### src/rtl/mips_mc_core.sv
// mips_mc_core: multi-cycle MIPS subset core.
//   Steps: FETCH -> DECODE -> EXEC -> MEM -> WB. Each instruction leaves the
//   sequence early once its work is done.
//   Instruction fetch uses a combinational port. Data memory uses a req/ack
//   handshake, and each request is held stable until it is acknowledged.
// Ports:
//   clk, rst                     clock, synchronous active-high reset
//   imem_addr / imem_rdata       fetch address (= pc) / instruction word
//   dmem_req/we/addr/wdata       data request, held while in MEM
//   dmem_rdata / dmem_ack        load data / one-cycle completion
//   pc                           current program counter
//   retire, overflow, illegal    one-cycle status pulses per instruction
module mips_mc_core #(
    parameter logic [31:0] RESET_PC = 32'h0000_3000,
    parameter int          OV_REG   = 30,
    parameter int          LINK_REG = 31,
    parameter int          NREGS    = 32
) (
    input  logic        clk,
    input  logic        rst,
    output logic [31:0] imem_addr,
    input  logic [31:0] imem_rdata,
    output logic        dmem_req,
    output logic        dmem_we,
    output logic [31:0] dmem_addr,
    output logic [31:0] dmem_wdata,
    input  logic [31:0] dmem_rdata,
    input  logic        dmem_ack,
    output logic [31:0] pc,
    output logic        retire,
    output logic        overflow,
    output logic        illegal
);
    localparam int         RW  = (NREGS > 1) ? $clog2(NREGS) : 1;
    localparam logic [5:0] NR6 = 6'(NREGS);

    typedef enum logic [2:0] {FETCH, DECODE, EXEC, MEM, WB} state_t;
    state_t state, state_next;

    logic [31:0] ir, pc4, a, b, alu_out, mdr;
    logic [31:0] gpr [NREGS];

    logic [31:0] pc_next;
    logic        retire_next, overflow_next, illegal_next;
    logic        wr_en;
    logic [4:0]  wr_idx;
    logic [31:0] wr_data;

    // Instruction fields
    logic [5:0]  op, funct;
    logic [4:0]  rs, rt, rd;
    logic [15:0] imm;
    logic [31:0] simm;
    assign op    = ir[31:26];
    assign rs    = ir[25:21];
    assign rt    = ir[20:16];
    assign rd    = ir[15:11];
    assign imm   = ir[15:0];
    assign funct = ir[5:0];
    assign simm  = {{16{imm[15]}}, imm};

    logic is_r, op_addu, op_subu, op_slt, op_jr, op_addi, op_ori, op_lui;
    logic op_lw, op_sw, op_beq, op_j, op_jal, op_legal;
    assign is_r     = (op == 6'h00);
    assign op_addu  = is_r && (funct == 6'h21);
    assign op_subu  = is_r && (funct == 6'h23);
    assign op_slt   = is_r && (funct == 6'h2A);
    assign op_jr    = is_r && (funct == 6'h08);
    assign op_addi  = (op == 6'h08);
    assign op_ori   = (op == 6'h0D);
    assign op_lui   = (op == 6'h0F);
    assign op_lw    = (op == 6'h23);
    assign op_sw    = (op == 6'h2B);
    assign op_beq   = (op == 6'h04);
    assign op_j     = (op == 6'h02);
    assign op_jal   = (op == 6'h03);
    assign op_legal = op_addu | op_subu | op_slt | op_jr | op_addi | op_ori |
                      op_lui | op_lw | op_sw | op_beq | op_j | op_jal;

    // Register file read: $0 and indices beyond NREGS read as zero
    logic [31:0] rs_val, rt_val;
    always_comb begin
        rs_val = '0;
        rt_val = '0;
        if (rs != 5'd0 && {1'b0, rs} < NR6) rs_val = gpr[rs[RW-1:0]];
        if (rt != 5'd0 && {1'b0, rt} < NR6) rt_val = gpr[rt[RW-1:0]];
    end

    // ALU; lw/sw/addi share the rs + sext(imm) adder
    logic [31:0] alu_res, sum_imm;
    assign sum_imm = a + simm;
    always_comb begin
        alu_res = sum_imm;
        if (op_addu)      alu_res = a + b;
        else if (op_subu) alu_res = a - b;
        else if (op_slt)  alu_res = {31'd0, $signed(a) < $signed(b)};
        else if (op_ori)  alu_res = a | {16'd0, imm};
        else if (op_lui)  alu_res = {imm, 16'd0};
    end

    // Signed overflow of addi, evaluated in WB from the held operand and sum
    logic addi_ov;
    assign addi_ov = op_addi && (a[31] == simm[31]) && (alu_out[31] != a[31]);

    logic [31:0] br_target, j_target;
    assign br_target = pc4 + (simm << 2);
    assign j_target  = {pc4[31:28], ir[25:0], 2'b00};

    always_comb begin
        state_next    = state;
        pc_next       = pc;
        retire_next   = 1'b0;
        overflow_next = 1'b0;
        illegal_next  = 1'b0;
        wr_en         = 1'b0;
        wr_idx        = 5'd0;
        wr_data       = '0;
        case (state)
            FETCH: state_next = DECODE;
            DECODE: begin
                if (!op_legal) begin
                    pc_next      = pc4;
                    retire_next  = 1'b1;
                    illegal_next = 1'b1;
                    state_next   = FETCH;
                end else if (op_j || op_jal) begin
                    pc_next     = j_target;
                    retire_next = 1'b1;
                    state_next  = FETCH;
                    if (op_jal) begin
                        wr_en   = 1'b1;
                        wr_idx  = 5'(LINK_REG);
                        wr_data = pc4;
                    end
                end else if (op_jr) begin
                    pc_next     = rs_val;
                    retire_next = 1'b1;
                    state_next  = FETCH;
                end else begin
                    state_next = EXEC;
                end
            end
            EXEC: begin
                if (op_beq) begin
                    pc_next     = (a == b) ? br_target : pc4;
                    retire_next = 1'b1;
                    state_next  = FETCH;
                end else if (op_lw || op_sw) begin
                    state_next = MEM;
                end else begin
                    state_next = WB;
                end
            end
            MEM: begin
                if (dmem_ack) begin
                    if (op_sw) begin
                        pc_next     = pc4;
                        retire_next = 1'b1;
                        state_next  = FETCH;
                    end else begin
                        state_next = WB;
                    end
                end
            end
            WB: begin
                wr_en       = 1'b1;
                pc_next     = pc4;
                retire_next = 1'b1;
                state_next  = FETCH;
                if (addi_ov) begin
                    // Trap: destination untouched, flag register set instead
                    wr_idx        = 5'(OV_REG);
                    wr_data       = 32'd1;
                    overflow_next = 1'b1;
                end else begin
                    wr_idx  = is_r ? rd : rt;
                    wr_data = op_lw ? mdr : alu_out;
                end
            end
            default: state_next = FETCH;
        endcase
    end

    logic wr_ok;
    assign wr_ok = wr_en && (wr_idx != 5'd0) && ({1'b0, wr_idx} < NR6);

    always_ff @(posedge clk) begin
        if (rst) begin
            state    <= FETCH;
            pc       <= RESET_PC;
            ir       <= '0;
            pc4      <= '0;
            a        <= '0;
            b        <= '0;
            alu_out  <= '0;
            mdr      <= '0;
            retire   <= 1'b0;
            overflow <= 1'b0;
            illegal  <= 1'b0;
            for (int i = 0; i < NREGS; i++) gpr[i] <= '0;
        end else begin
            state    <= state_next;
            pc       <= pc_next;
            retire   <= retire_next;
            overflow <= overflow_next;
            illegal  <= illegal_next;
            if (state == FETCH) begin
                ir  <= imem_rdata;
                pc4 <= pc + 32'd4;
            end
            if (state == DECODE) begin
                a <= rs_val;
                b <= rt_val;
            end
            if (state == EXEC) alu_out <= alu_res;
            if (state == MEM && dmem_ack && op_lw) mdr <= dmem_rdata;
            if (wr_ok) gpr[wr_idx[RW-1:0]] <= wr_data;
        end
    end

    assign imem_addr  = pc;
    assign dmem_req   = (state == MEM);
    assign dmem_we    = (state == MEM) && op_sw;
    assign dmem_addr  = alu_out;
    assign dmem_wdata = b;
endmodule

### config.mk
export PLATFORM = sky130hd
export DESIGN_NAME = mips_mc_core
export DESIGN_NICKNAME = d
export VERILOG_FILES = /design/src/rtl/mips_mc_core.sv
export SDC_FILE = /design/constraint.sdc
export NUM_CORES = 2
export LEC_CHECK = 0
export CAP_MARGIN = 10
export CORE_AREA = 4 4 487 489
export DETAILED_ROUTE_END_ITERATION = 8
export DIE_AREA = 0 0 491 493
export GPL_ROUTABILITY_DRIVEN = 0
export MAX_ROUTING_LAYER = met4
export PLACE_DENSITY = 0.47
export SYNTH_ARGS = -nofsm -noshare
export SYNTH_HDL_FRONTEND = slang
export SYNTH_SLANG_ARGS = --single-unit
### constraint.sdc
create_clock -name clk -period 3.95 [get_ports clk]
set_input_delay 1.185 -clock clk [delete_from_list [all_inputs] [get_ports clk]]
set_output_delay 1.185 -clock clk [all_outputs]
set_load 0.005 [all_outputs]
==> impl_metrics.csv <==
group,metric,value,unit
routing,drt_iter0_markers,6666,
sta,fmax,262.8,MHz
sta,finalSetupViolCount,0,
critical_path,max_stage_delay,0.41,ns
logic_synthesis,synth_ff_type,"edfxtp_1",
die,ios,200,
place,placed_area,78010,um2
logic_synthesis,ys_types,87,
cts,cts_root_buf,"clkbuf_16",
routing,avgViaCountPerCell,5.784,
die,die_x,491,um
sta,tns,0,ns
sta,worst_pin_slew,1.094,ns
cts,post_cts_resized,0,
final_layout,num-fill-cells,22465,
logic_synthesis,netlist_instances,5757,
sta,slew_headroom,27.06,%
routing,drcViolationCount,0,
global_route,grt-ovfl-total,0,
critical_path,path_buf_inv,1,
sta,hold_viol_final,0,
sta,holdWs,0.4550,ns
cts,cts_sinks,1264,
logic_synthesis,synth_edf_count,1024,
place,dpl.hpwl,206.4,mm
power,p_per_area,461.4,nW/um2
die,die_y,493,um
cts,path_clk_slew,0.06,ns
cts,post_cts_buffers,0,
sta,fin_crit_sh,96.32,%
cts,cts_tree,"done",
critical_path,end_kind,"flip-flop",
critical_path,crit_chain,"ha_1, inv_1, fa_1, nor2_1, o311a_1, o211ai_1, a211o_1, and3_1, o311ai_2, a21oi_2, o41ai_2, xor2_1, a2111oi_0",
final_layout,nets,6249,
final_layout,drive_above_1_share,23.01,%
power,leakagePower,0.02742,uW
routing,first_pass_iters,6,
place,pre_cts_slack,0.1655,ns
logic_synthesis,synth.cell_area,69690,um2
sta,period_minus_slack,3.805,ns
global_route,grt_usage,25.06,%
cts,cts_inserted_buffers,153,
logic_synthesis,async_flop_share,0,%
place,io_buffers,199,
cts,cts_hold_buffers,0,
final_layout,multi_input_area,31970,um2
sta,slew_viol_final,0,
global_route,grt_pass1_vias,51661,
die,core,232300,um2
critical_path,worstPathRequired,4.64,ns
routing,routed_wl,301.5,mm
power,vdd_drop_max,0.2930,mV
critical_path,critical_path_class,"reg -> reg",
logic_synthesis,avgSynthCellArea,12.11,um2
outcome,status,"complete, no violations",
hold_path,min_path_type,"reg -> reg",
die,row_count,177,
critical_path,crit_path_start_kind,"flip-flop",
critical_path,worstPathMaxFanout,4,
final_layout,ff_latch_area,35590,um2
critical_path,arrival,4.49,ns
critical_path,crit_family,"compound AO/OA/AOI/OAI gates",
logic_synthesis,synth_seq_cells,1264,
sta,worst_clock_skew,0.03307,ns
die,start_util,30.00,%
cts,htree_num_levels,4,
flow_run,drv_cap,0,
global_route,grt_antenna_before_repair,5,
routing,vias,53257,
global_route,grt_max_degree,86,
global_route,grt_pass1_wl,419.0,mm
routing,antenna_left,0,
critical_path,crit_slowest_cell,"fa_1",
routing,wl_per_cell,32.74,um
final_layout,final_cell_area,82840,um2
cts,clockBufferDepth,3,
final_layout,area_growth_syn_to_layout,18.87,%
logic_synthesis,synth_seq_area_share,51.02,%
logic_synthesis,yosys_warnings,0,
sta,layout_setup_ws,0.1453,ns
die,dieArea,242100,um2
cts,clk_latency,0.81,ns
## per-layer routing
layer / global-route usage (%) / vias up / wire, um
li1: - / 22002 / -
met1: 32.95 / 27743 / 123000
met2: 39.29 / 2960 / 139600
met3: 3.774 / 552 / 25190
met4: 9.615 / 0 / 13600
met5: - / - / 0
## cells by family after synthesis
kind of cell,synth area share [%]
other,0.005381
and+or+nand+nor,12.10
adders and majority gates,2.628
xor gates and xnor gates,1.408
DFF,51.02
muxes,21.95
buffers and inverters,3.758
AOI/OAI and AO/OA,7.128
## cell usage in the layout (no fill, tap or decap), types with 19 or more instances in the layout
cell,n
nand2_2,32
a21oi_2,33
inv_1,117
o211ai_1,26
nand2b_2,29
nor2_1,1306
ha_1,140
clkinv_1,36
clkinv_2,21
mux2i_1,86
o21ai_0,67
conb_1,32
a21o_1,37
nor3_1,63
buf_4,344
a21oi_1,367
or3_1,22
nand2_1,415
edfxtp_1,1024
nand4_1,23
clkbuf_16,159
nand3_1,41
clkbuf_1,38
o21bai_1,25
xor2_1,40
xnor2_1,72
o21a_1,19
clkdlybuf4s50_1,198
mux4_2,640
and3_1,21
buf_12,81
a211oi_1,57
dfxtp_1,229
## cell usage after synthesis (17+ instances only)
cell	number	share of area, %
nand2b_1	45	0.40
o21ai_1	17	0.12
o21a_1	19	0.20
o21ai_0	67	0.48
clkbuf_1	389	2.1
mux2i_1	86	1.2
edfxtp_1	1024	44
a21o_1	37	0.40
a31oi_1	17	0.15
nand3_1	41	0.29
a21oi_1	400	2.9
buf_1	57	0.31
o21bai_1	25	0.27
xnor2_1	72	0.90
mux4_2	640	21
inv_1	117	0.63
or3_1	23	0.21
and3_1	22	0.20
a211oi_1	57	0.61
nand2_1	447	2.4
o211ai_1	26	0.28
nor2b_1	18	0.16
buf_4	32	0.34
dfxtp_1	240	6.9
ha_1	140	2.5
buf_2	50	0.36
nor3_1	64	0.46
nand4_1	23	0.21
xor2_1	40	0.50
nor2_1	1309	7.1
## state kept, by name, indices dropped and copies added, names as in the netlist, named ones only
| register | cells |
|---|---|
| overflow | 1 |
| retire | 1 |
| pc4 | 32 |
| a | 32 |
| dmem_wdata | 32 |
| dmem_addr | 32 |
| gpr | 1024 |
| mdr | 32 |
| state | 3 |
| ir | 32 |
| imem_addr | 32 |
| illegal | 1 |
## area by class of cell
type | instances | share of cell area [%]
diodes | 2 | 0.006041
flip-flops and latches | 1264 | 42.97
inverters | 118 | 0.5347
clock buffers | 199 | 5.008
multi-input cells | 3877 | 38.59
clock inverters | 81 | 0.8096
well taps | 3043 | 4.596
repair buffers | 624 | 7.485
## worst register-to-register path, delay by kind of cell (launching register included)
kind / cells / cell delay [ns]
xor+xnor: 1 / 0.10
simple gates: 2 / 0.38
flops: 1 / 0.39
buf+inv: 1 / 0.07
fa+ha+maj: 2 / 0.63
compound gates: 7 / 2.12
## power by group
group | switching, uW | internal (uW)
sequential | 721 | 15000
combinational | 4960 | 3670
clock | 5920 | 7990
total | 11600 | 26600
## stage by stage
stage | utilization (%) | total power (uW) | instances
5_1_grt | 35.66 | 39410 | 9207
6_report | 35.66 | 38220 | 9208
3_5_place_dp | 33.58 | 24430 | 8926
2_1_floorplan | - | 20550 | 5788
3_3_place_gp | 33.58 | 24430 | 8926
4_1_cts | 35.66 | 38290 | 9206
## final timing paths
| check | from | end | slack (ns) | cells after the start |
|---|---|---|---|---|
| max | a[0] | dmem_addr[30] | 0.15 | 13 |
| min | mdr[3] | mdr[3] | 0.45 | 2 |
| max reg2reg | a[0] | dmem_addr[30] | 0.15 | 13 |
| min reg2reg | mdr[3] | mdr[3] | 0.45 | 2 |
Note: power is estimated with default switching activity, not from simulation.
